==> src/rtl/reservoir_pkg.sv <==
// Shared types and helpers for the reservoir sequencer.
// Latency: none (types and a combinational function only).
// Backpressure: not applicable.
package reservoir_pkg;

    typedef enum logic [1:0] {
        IDLE  = 2'd0,
        SUM   = 2'd1,
        REQ   = 2'd2,
        WRITE = 2'd3
    } state_t;

    // Widest operand the saturating adder supports; callers zero-extend into it.
    localparam int unsigned SAT_W = 64;

    // Unsigned add of a and b, clamped to 2^w - 1 (w <= SAT_W).
    function automatic logic [SAT_W-1:0] sat_add(
        input logic [SAT_W-1:0] a,
        input logic [SAT_W-1:0] b,
        input int unsigned      w
    );
        logic [SAT_W:0] s;
        logic [SAT_W:0] lim;
        s   = {1'b0, a} + {1'b0, b};
        lim = ({{SAT_W{1'b0}}, 1'b1} << w) - {{SAT_W{1'b0}}, 1'b1};
        if (s > lim) begin
            s = lim;
        end
        return s[SAT_W-1:0];
    endfunction

endpackage

==> src/rtl/node_ring_buffer.sv <==
// Circular node store: combinational read and registered write at the same pointer.
// Latency: read is combinational; write and pointer advance take effect next cycle.
// Backpressure: none; the owner writes only when a new node is ready.
module node_ring_buffer #(
    parameter int unsigned DEPTH = 10,
    parameter int unsigned WIDTH = 32,
    parameter int unsigned PTR_W = $clog2(DEPTH)
) (
    input  logic             clk,
    input  logic             rst,
    input  logic             wr_en,
    input  logic [WIDTH-1:0] wr_data,
    output logic [WIDTH-1:0] rd_data,
    output logic [PTR_W-1:0] ptr
);

    logic [WIDTH-1:0] mem [DEPTH];

    // The slot under the pointer is the oldest node, i.e. the full-length delayed feedback.
    assign rd_data = mem[ptr];

    // Storage is cleared by reset directly, so the buffer is all-zero as soon as reset releases.
    always_ff @(posedge clk or negedge rst) begin
        if (!rst) begin
            for (int i = 0; i < int'(DEPTH); i++) begin
                mem[i] <= '0;
            end
            ptr <= '0;
        end else if (wr_en) begin
            mem[ptr] <= wr_data;
            ptr      <= (ptr == PTR_W'(DEPTH - 1)) ? '0 : ptr + PTR_W'(1);
        end
    end

endmodule

==> src/rtl/reservoir_seq.sv <==
// Delay-line reservoir: node = NL((din >> IN_SHIFT) + (oldest_node >> FB_SHIFT)).
// Latency: bypass accept->dout_valid 2 cycles; external path dout_valid 1 cycle after nl_ack.
// Backpressure: din_ready low while a sample is in flight; nl_req held until ack or timeout.
module reservoir_seq #(
    parameter int unsigned VIRTUAL_NODES  = 10,
    parameter int unsigned DATA_WIDTH     = 32,
    parameter int unsigned NL_WIDTH       = 12,
    parameter int unsigned IN_SHIFT       = 0,
    parameter int unsigned FB_SHIFT       = 1,
    parameter int unsigned TIMEOUT_CYCLES = 4096
) (
    input  logic                             clk,
    input  logic                             rst,
    input  logic                             bypass,
    input  logic                             din_valid,
    output logic                             din_ready,
    input  logic [DATA_WIDTH-1:0]            din,
    output logic                             nl_req,
    output logic [NL_WIDTH-1:0]              nl_data_out,
    input  logic                             nl_ack,
    input  logic [NL_WIDTH-1:0]              nl_data_in,
    output logic                             dout_valid,
    output logic [DATA_WIDTH-1:0]            dout,
    output logic [$clog2(VIRTUAL_NODES)-1:0] node_idx,
    output logic                             timeout_err
);
    import reservoir_pkg::*;

    localparam int unsigned PTR_W = $clog2(VIRTUAL_NODES);
    localparam int unsigned TO_W  = (TIMEOUT_CYCLES > 1) ? $clog2(TIMEOUT_CYCLES) : 1;
    localparam int unsigned LOW_W = DATA_WIDTH - NL_WIDTH;

    state_t                state;
    logic [DATA_WIDTH-1:0] din_q;
    logic [DATA_WIDTH-1:0] fb_q;
    logic                  byp_q;
    logic [TO_W-1:0]       wait_cnt;
    logic [DATA_WIDTH-1:0] fb_rd;
    logic [PTR_W-1:0]      wr_ptr;
    logic [NL_WIDTH-1:0]   sum_msb;
    logic                  wr_en;

    // Nonlinearity result sits in the node MSBs with the low bits zeroed.
    function automatic logic [DATA_WIDTH-1:0] place(input logic [NL_WIDTH-1:0] r);
        return DATA_WIDTH'(r) << LOW_W;
    endfunction

    // Top NL_WIDTH bits of the saturated sum feed both the DAC and the digital bypass.
    assign sum_msb = NL_WIDTH'(sat_add(SAT_W'(din_q >> IN_SHIFT),
                                       SAT_W'(fb_q >> FB_SHIFT),
                                       DATA_WIDTH) >> LOW_W);

    // dout already holds the new node value during WRITE, so it doubles as the write data.
    assign wr_en = (state == WRITE);

    node_ring_buffer #(
        .DEPTH (VIRTUAL_NODES),
        .WIDTH (DATA_WIDTH),
        .PTR_W (PTR_W)
    ) u_ring (
        .clk     (clk),
        .rst     (rst),
        .wr_en   (wr_en),
        .wr_data (dout),
        .rd_data (fb_rd),
        .ptr     (wr_ptr)
    );

    // Sequencer: capture, sum, optional external nonlinearity handshake, write-back.
    always_ff @(posedge clk or negedge rst) begin
        if (!rst) begin
            state       <= IDLE;
            din_q       <= '0;
            fb_q        <= '0;
            byp_q       <= 1'b0;
            wait_cnt    <= '0;
            din_ready   <= 1'b0;
            nl_req      <= 1'b0;
            nl_data_out <= '0;
            dout_valid  <= 1'b0;
            dout        <= '0;
            node_idx    <= '0;
            timeout_err <= 1'b0;
        end else begin
            dout_valid  <= 1'b0;
            timeout_err <= 1'b0;
            case (state)
                IDLE: begin
                    // din_ready is held low for the first cycle after reset release.
                    din_ready <= 1'b1;
                    if (din_valid && din_ready) begin
                        din_q     <= din;
                        fb_q      <= fb_rd;
                        byp_q     <= bypass;
                        din_ready <= 1'b0;
                        state     <= SUM;
                    end
                end
                SUM: begin
                    if (byp_q) begin
                        dout       <= place(sum_msb);
                        node_idx   <= wr_ptr;
                        dout_valid <= 1'b1;
                        state      <= WRITE;
                    end else begin
                        nl_req      <= 1'b1;
                        nl_data_out <= sum_msb;
                        wait_cnt    <= '0;
                        state       <= REQ;
                    end
                end
                REQ: begin
                    // An ack in the expiry cycle still wins over the timeout.
                    if (nl_ack) begin
                        nl_req     <= 1'b0;
                        dout       <= place(nl_data_in);
                        node_idx   <= wr_ptr;
                        dout_valid <= 1'b1;
                        state      <= WRITE;
                    end else if (wait_cnt == TO_W'(TIMEOUT_CYCLES - 1)) begin
                        nl_req      <= 1'b0;
                        dout        <= '0;
                        node_idx    <= wr_ptr;
                        dout_valid  <= 1'b1;
                        timeout_err <= 1'b1;
                        state       <= WRITE;
                    end else begin
                        wait_cnt <= wait_cnt + TO_W'(1);
                    end
                end
                WRITE: begin
                    din_ready <= 1'b1;
                    state     <= IDLE;
                end
                default: state <= IDLE;
            endcase
        end
    end

endmodule

==> config.mk <==
export PLATFORM = sky130hd
export DESIGN_NAME = reservoir_seq
export DESIGN_NICKNAME = d
export VERILOG_FILES = /design/src/rtl/reservoir_pkg.sv /design/src/rtl/node_ring_buffer.sv /design/src/rtl/reservoir_seq.sv
export SDC_FILE = /design/constraint.sdc
export NUM_CORES = 1
export LEC_CHECK = 0
export CORE_MARGIN = 1
export CORE_UTILIZATION = 45
export DETAILED_ROUTE_END_ITERATION = 16
export HOLD_SLACK_MARGIN = 0.1
export PLACE_DENSITY = 0.68
export SLEW_MARGIN = 20
export SYNTH_ARGS = -nofsm -noshare
export SYNTH_HDL_FRONTEND = slang
export SYNTH_HIERARCHICAL = 1
export SYNTH_SLANG_ARGS = --single-unit
==> constraint.sdc <==
create_clock -name clk -period 6.1 [get_ports clk]
set_input_delay 1.22 -clock clk [delete_from_list [all_inputs] [get_ports clk]]
set_output_delay 1.22 -clock clk [all_outputs]
set_load 0.05 [all_outputs]
; ---- Word level (Yosys, flattened, before mapping)
; Cells that the tools add are included.
[word_totals]
ff_bits = 455
input_bits = 49
out_inout_bits = 52
elab_cells = 90
[classes]
n_addsub = 3
magnitude_cmp = 3
eq_ne = 11
n_mux = 37
bitwise = 2
reduce_logical = 11
[op_table]
columns = op, count
row1 = $bwmux 320, 1
row2 = $mux 32, 7
row3 = $bmux 32 s4, 1
row4 = $demux 32 s4, 1
row5 = $pmux 32 s2, 1
row6 = $mux 12, 3
row7 = $add 32x31->33, 1
row8 = $gt 33x32->1 const B, 1
row9 = $pmux 12 s2, 1
row10 = $mux 4, 4
row11 = $add 12x1->12 const B, 1
row12 = $eq 12x12->1 const B, 1
row13 = $mux 1, 10
row14 = $ne 2x2->1 const B, 5
row15 = $pmux 2 s4, 1
row16 = $pmux 4 s2, 1
row17 = $mux 2, 3
row18 = $pmux 1 s2, 3
row19 = $reduce_and 2->1, 3
row20 = $reduce_and 3->1, 2
row21 = $ge 5x5->1 const B, 1
row22 = $lt 5x1->1 const B, 1
row23 = $not 4->5, 1
row24 = $add 4x1->4 const B, 1
row25 = other kinds (9), 12

; ---- Logic depth before layout (Yosys ltp)
; Gate-level depths: netlist of the first run.
[logic_depth]
word_depth = 6
depth_mapped = 12
depth_no_buf = 11

; ---- By module
; The synthesis of the first run kept the hierarchy.
[modules_own_cells]
columns = module, n_inst, cells_per_inst, area_each_um2, seq_area_each_um2
row1 = node_ring_buffer, 1, 1072, 15063.2, 8107.8
row2 = reservoir_seq, 1, 586, 6008.3, 2752.6

; ---- Worst setup path before layout of the first run
; OpenSTA, ideal clock, no wires.
[synth_timing]
path_kind = register to register
start = reg din_q[0]
end = reg dout[30]
setup_time_ns = 0.128
arrival_ns = 2.353
required_ns = 5.972
path_slack_ns = 3.619
stages_incl_launch_ff = 12
n_path_buf = 0
period_less_slack_ns = 2.481
cell_sequence = dfrtp_1 ha_1 inv_1 fa_1 nand2b_1 a21oi_1 o21ai_1 a311o_1 a211o_1 a41o_1 xor2_1 a21oi_1
[synth_between]
elab_chain_cells = 5
[synth_lines]
columns = item, line_no
row1 = from (decl), reservoir_seq.sv:34  ; logic [DATA_WIDTH-1:0] din_q;
row2 = from (signal assigned), reservoir_seq.sv:92  ; din_q <= din;
row3 = $add 32x31->33 *, reservoir_pkg.sv:24  ; s = {1'b0, a} + {1'b0, b};
row4 = $gt 33x32->1, reservoir_pkg.sv:26  ; if (s > lim) begin
row5 = $mux 32 *, reservoir_pkg.sv:26
row6 = $mux 32 *, reservoir_seq.sv:100  ; if (byp_q) begin
row7 = $pmux 32 s2 *, reservoir_seq.sv:87  ; case (state)
row8 = to (signal assigned), reservoir_seq.sv:101  ; dout <= place(sum_msb);
row9 = to (signal assigned), reservoir_seq.sv:116  ; dout <= place(nl_data_in);
row10 = to (decl), reservoir_seq.sv:23  ; output logic [DATA_WIDTH-1:0] dout,
; Mark *: on every way between the ends. The rest lies on a longest branch, timed or not. The select of a mux whose other input is x is not followed.
; A chain may end at the register's enable or synchronous reset.

; ---- Final worst setup path of the first run
[layout_timing]
start = reg dout[26]
end = out dout[26]
; No word-level cell between the ends.

==> run summary, run 1 <==
status = completed
antenna diode count = 0
vias = 13,100
initial antenna violation count = 1
crit path capture type = primary output
Internal Power = 0.00831 W
Worst-Skew Late Latency = 0.56 ns
Critical Path AT = 2.17 ns
Initial DRC Count = 1,085
final WL = 49,700 µm
Setup TNS = 0 ns
Post-CTS Setup Bufs = 0
Req. time, crit path = 4.88 ns
post-route ant nets = 0
DRC errors left = 0
CP max FO = 12
Die Wd = 216 µm
Clk pwr share = 20.5%
Slew HR = 21.7%
Comb power frac = 41.7%
CTS Hold Buffers Added = 0
die area = 46,700 µm²
maximum VDD drop = 0.000342 V
IO buf count = 80
GR Overflow Total = 0
final hold violations = 0
largest net degree at the start of global routing = 139
CTS tree = done
first-pass GRT wire length = 78,300 µm
Post-Syn Area = 20,600 µm²
GPL Wtd Cong = 0.867
critical path class = register to primary output
Root Driver = clkbuf_16
Syn Area/Cell = 12.7 µm²
DR pass1 iterations = 5
CTS Buffer Depth = 3
Final Max Tran Viols = 0
vias in the first global route = 13,700
Least-Margin Pin Slew = 1.17 ns
worst-path cell chain = clkdlybuf4s50_1
final period utilization = 55.5%
Total GRT Usage = 21.5%
CP top delay family = buffers and inverters
WHS = 0.468 ns
crit-path max cell delay = 0.91 ns
NetSw = 0.00495 W
CTS Buf Count = 45
Die Y = 216 µm
IO Pins = 101
Core Region = 45,300 µm²
unrepaired setup endpoints after global routing = no
Initial Util = 45.5%
FP Rows = 78
dpl hpwl = 31,400 µm
nets = 1,752
Clock Sinks = 424
worst min path class = register to register
CTS HTree Levels = 2
Net Sw Frac = 37.3%
sequential power share = 37.8%
share of layout cells above drive strength 1 = 36.3%
Tmin final = 3.39 ns
Buffers & Inverters on Critical Path = 1
cell leakage power = 10.3 nW
Setup-failing EPs final = 0
Ys Warns = 6
cells after synthesis = 1,628
total power = 0.0133 W
crit start category = register
wire per inst = 21.6 µm
pwr/cell area = 570 nW/µm²
CP max-delay cell = clkdlybuf4s50_1
Layout Area Growth over Synthesis = 12.8%
Max Freq = 295 MHz
CTS resizes = 0
detail-routed via count per cell = 5.69
clk_skew = 0.0178 ns
Max-Cap Viols = 0
CTS clk-pin slew, worst paths = 0.06 ns
==> layout by cell type, fill, tap and decap left out, types with 9 or more instances in the layout <==
master and count:
o22ai_1 65, dfrtp_1 422, inv_1 17, a21oi_1 48, buf_4 19, o31ai_1 32
o21ai_0 26, clkbuf_1 11, clkbuf_8 13, o211ai_1 9, ha_1 36, nand2_1 96
o21ai_1 10, xnor2_1 17, nand4_1 15, mux2_1 26, nor2_1 38, clkdlybuf4s50_1 79
nor3_1 13, conb_1 39, nand3_1 18, mux2_2 503, clkbuf_16 47, a21o_1 9
==> routing by layer <==
| metal | up-vias | GRT usage, % | share of wire [%] |
|---|---|---|---|
| met3 | 99 | 3.96 | 6.1 |
| met1 | 6698 | 28.8 | 44 |
| met2 | 372 | 34.8 | 47 |
| met4 | 2 | 8.15 | 3.2 |
| met5 | - | 0 | 0.022 |
| li1 | 5899 | - | - |
==> metrics by stage <==
stage,setup slack [ns],instances,utilization [%],instance area [µm²]
after CTS,2.68,2299,51.4,23300
after global placement,2.64,2218,48.0,21800
after floorplan,3.62,1666,-,20800
after detailed placement,2.65,2219,48.1,21800
after global routing,2.44,2299,51.4,23300
final,2.71,2299,51.4,23300
==> worst paths after layout <==
kind | cells after the start | slack [ns] | to | start
hold / removal | 2 | 0.47 | nl_data_out[7] | nl_data_out[7]
hold reg to reg | 2 | 0.47 | nl_data_out[7] | nl_data_out[7]
setup / recovery | 1 | 2.71 | dout[26] | dout[26]
setup reg to reg | 11 | 2.72 | dout[23] | din_q[0]
max in group asynchronous | 2 | 3.96 | fb_q[7] | rst
min in group asynchronous | 1 | 0.67 | wait_cnt[0] | rst
==> power by group through the flow <==
stage / registers, W / logic, W / clock network [W]
CTS: 0.00501 / 0.00551 / 0.00277
floorplan: 0.00483 / 0.00411 / 0
detailed placement: 0.00506 / 0.00548 / 0
global route: 0.00517 / 0.00598 / 0.00288
finish: 0.00501 / 0.00552 / 0.00272
global placement: 0.00498 / 0.00536 / 0
==> final cells by class <==
cell class	count	area [µm²]
sequential	424	10600
inverter	17	63.8
multi-input combinational	1077	9360
fill	3896	22000
clock buffer	71	1400
clock inverter	9	78.8
timing repair buffer	101	996
tap	600	751
==> sequential cells by signal, summed over array words and instances (netlist names) <==
name and flops:
nl_data_out 12, nl_req 1, din_q 32, wait_cnt 12, byp_q 1, dout_valid 1, dout 12, state 2
node_idx 4, timeout_err 1, u_ring/ptr 4, fb_q 31, din_ready 1, u_ring/mem 310
No activity file was read; power rests on OpenSTA's default activity.
==> run 2: changes to the inputs <==
Clock period 6.1 ns to 3.5 ns, I/O delays scaled along.
==> run summary, run 2 (synthesis results as in run 1) <==
status = completed (unchanged)
Setup TNS = 0 ns (unchanged)
Clock Sinks = 424 (unchanged)
Initial Util = 45.5% (unchanged)
Initial DRC Count = 937 (was 1,085)
Least-Margin Pin Slew = 0.847 ns (was 1.17 ns)
die area = 46,700 µm² (unchanged)
final WL = 49,600 µm (was 49,700 µm)
critical path class = register to primary output (unchanged)
FP Rows = 78 (unchanged)
most common cell after layout, fill and taps aside = mux2_2 (unchanged)
Crit path depth = 1 (unchanged)
largest net degree at the start of global routing = 84 (was 139)
CTS Buffer Depth = 3 (unchanged)
share of layout cells above drive strength 1 = 36.6% (was 36.3%)
CTS tree = done (unchanged)
CTS clk-pin slew, worst paths = 0.06 ns (about the same)
IO buf count = 80 (unchanged)
CP startpoint = dout[29] (was dout[26])
final period utilization = 83.3%
crit-path max cell delay = 0.92 ns (was 0.91 ns)
Largest register FFs = 310 (unchanged)
worst-path cell chain = clkdlybuf4s50_1 (unchanged)
Die Wd = 216 µm (unchanged)
most flop-heavy register = u_ring/mem (unchanged)
vias in the first global route = 13,600 (was 13,700)
Root Driver = clkbuf_16 (unchanged)
wire per inst = 21.4 µm (was 21.6 µm)
first-pass GRT wire length = 78,900 µm (was 78,300 µm)
Die Y = 216 µm (unchanged)
unrepaired setup endpoints after global routing = no (unchanged)
Total GRT Usage = 21.7% (was 21.5%)
pwr/cell area = 987 nW/µm² (was 570 nW/µm²)
dpl hpwl = 31,500 µm (was 31,400 µm)
Setup-failing EPs final = 0 (unchanged)
Slew HR = 43.5% (was 21.7%)
maximum VDD drop = 0.000562 V (was 0.000342 V)
initial antenna violation count = 0 (was 1)
clk_skew = 0.00704 ns (was 0.0178 ns)
worst-case reg-to-reg path depth = 11 (unchanged)
post-route ant nets = 0 (unchanged)
Max Freq = 343 MHz
FF-to-FF setup slack = 0.79 ns (was 2.72 ns)
Worst-Skew Late Latency = 0.58 ns (was 0.56 ns)
CP endpoint = dout[29] (was dout[26])
antenna diode count = 0 (unchanged)
detail-routed via count per cell = 5.64 (was 5.69)
CTS resizes = 0 (unchanged)
CP max FO = 12 (unchanged)
Req. time, crit path = 2.80 ns (was 4.88 ns)
Post-CTS Setup Bufs = 0 (unchanged)
Critical Path AT = 2.22 ns (was 2.17 ns)
vias = 13,100 (about the same)
DRC errors left = 0 (unchanged)
Worst R2R Start = din_q[0] (unchanged)
GPL Wtd Cong = 0.891 (was 0.867)
Core Region = 45,300 µm² (unchanged)
worst min path class = primary input to asynchronous set/reset pin (was register to register)
CTS HTree Levels = 2 (unchanged)
Tmin final = 2.92 ns
Final Max Tran Viols = 0 (unchanged)
CTS Hold Buffers Added = 0 (unchanged)
post-layout util = 51.7% (was 51.4%)
crit path capture type = primary output (unchanged)
final hold violations = 0 (unchanged)
GR Overflow Total = 0 (unchanged)
Reg-to-Reg End = nl_data_out[10] (was dout[23])
crit start category = register (unchanged)
CP max-delay cell = clkdlybuf4s50_1 (unchanged)
CP top delay family = buffers and inverters (unchanged)
IO Pins = 101 (unchanged)
Buffers & Inverters on Critical Path = 1 (unchanged)
cell leakage power = 10.4 nW (was 10.3 nW)
nets = 1,771 (was 1,752)
commonest non-fill, non-tap cells in the layout = mux2_2, dfrtp_1, nand2_1 (unchanged)
Max-Cap Viols = 0 (unchanged)
largest registers = u_ring/mem: 310 flops, din_q: 32 flops, fb_q: 31 flops (unchanged)
CTS Buf Count = 45 (unchanged)
Layout Area Growth over Synthesis = 13.6% (was 12.8%)
DR pass1 iterations = 5 (unchanged)
==> run 2: cell type report <==
cell class | instances | area, µm²
fill | 3924 | 21900
tap | 600 | 751
timing repair buffer | 120 | 1230
clock buffer | 74 | 1380
inverter | 17 | 63.8
clock inverter | 4 | 26.3
sequential | 424 | 10600
multi-input combinational | 1077 | 9360
==> run 2: worst min-delay path by stage <==
| stage | startpoint | to | slack, ns |
|---|---|---|---|
| 6_report | rst | wait_cnt[11] | 0.11 |
| 2_1_floorplan | rst | byp_q | 0.40 |
| 3_5_place_dp | u_ring/mem[11] | u_ring/mem[11] | 0.47 |
| 4_1_cts | rst | wait_cnt[11] | 0.12 |
| 3_3_place_gp | u_ring/mem[18] | u_ring/mem[18] | 0.46 |
| 5_1_grt | rst | nl_req | 0.15 |
==> run 2: power by group <==
group	leakage [nW]	internal, W	total [W]	switching (W)
logic	4.41	0.00475	0.00989	0.00514
clock network	0.684	0.00267	0.00460	0.00193
registers	5.32	0.00706	0.00864	0.00158
==> run 2: per-stage QoR <==
step	hold WS (ns)	setup slack [ns]	std cells	total power [W]	area [µm²]
finish	0.105	0.583	2316	0.0231	23400
global route	0.145	0.513	2316	0.0245	23400
CTS	0.115	0.553	2316	0.0232	23400
detailed placement	0.471	0.821	2238	0.0185	22000
global placement	0.461	0.826	2238	0.0182	22000
floorplan	0.404	1.02	1666	0.0156	20800
==> run 2: routing by layer <==
metal / share of wire, % / GRT usage (%) / vias up
li1: - / - / 5944
met5: 0 / 0 / -
met1: 46 / 29.7 / 6766
met2: 48 / 35.4 / 282
met3: 4.6 / 3.54 / 75
met4: 2.3 / 6.46 / 0
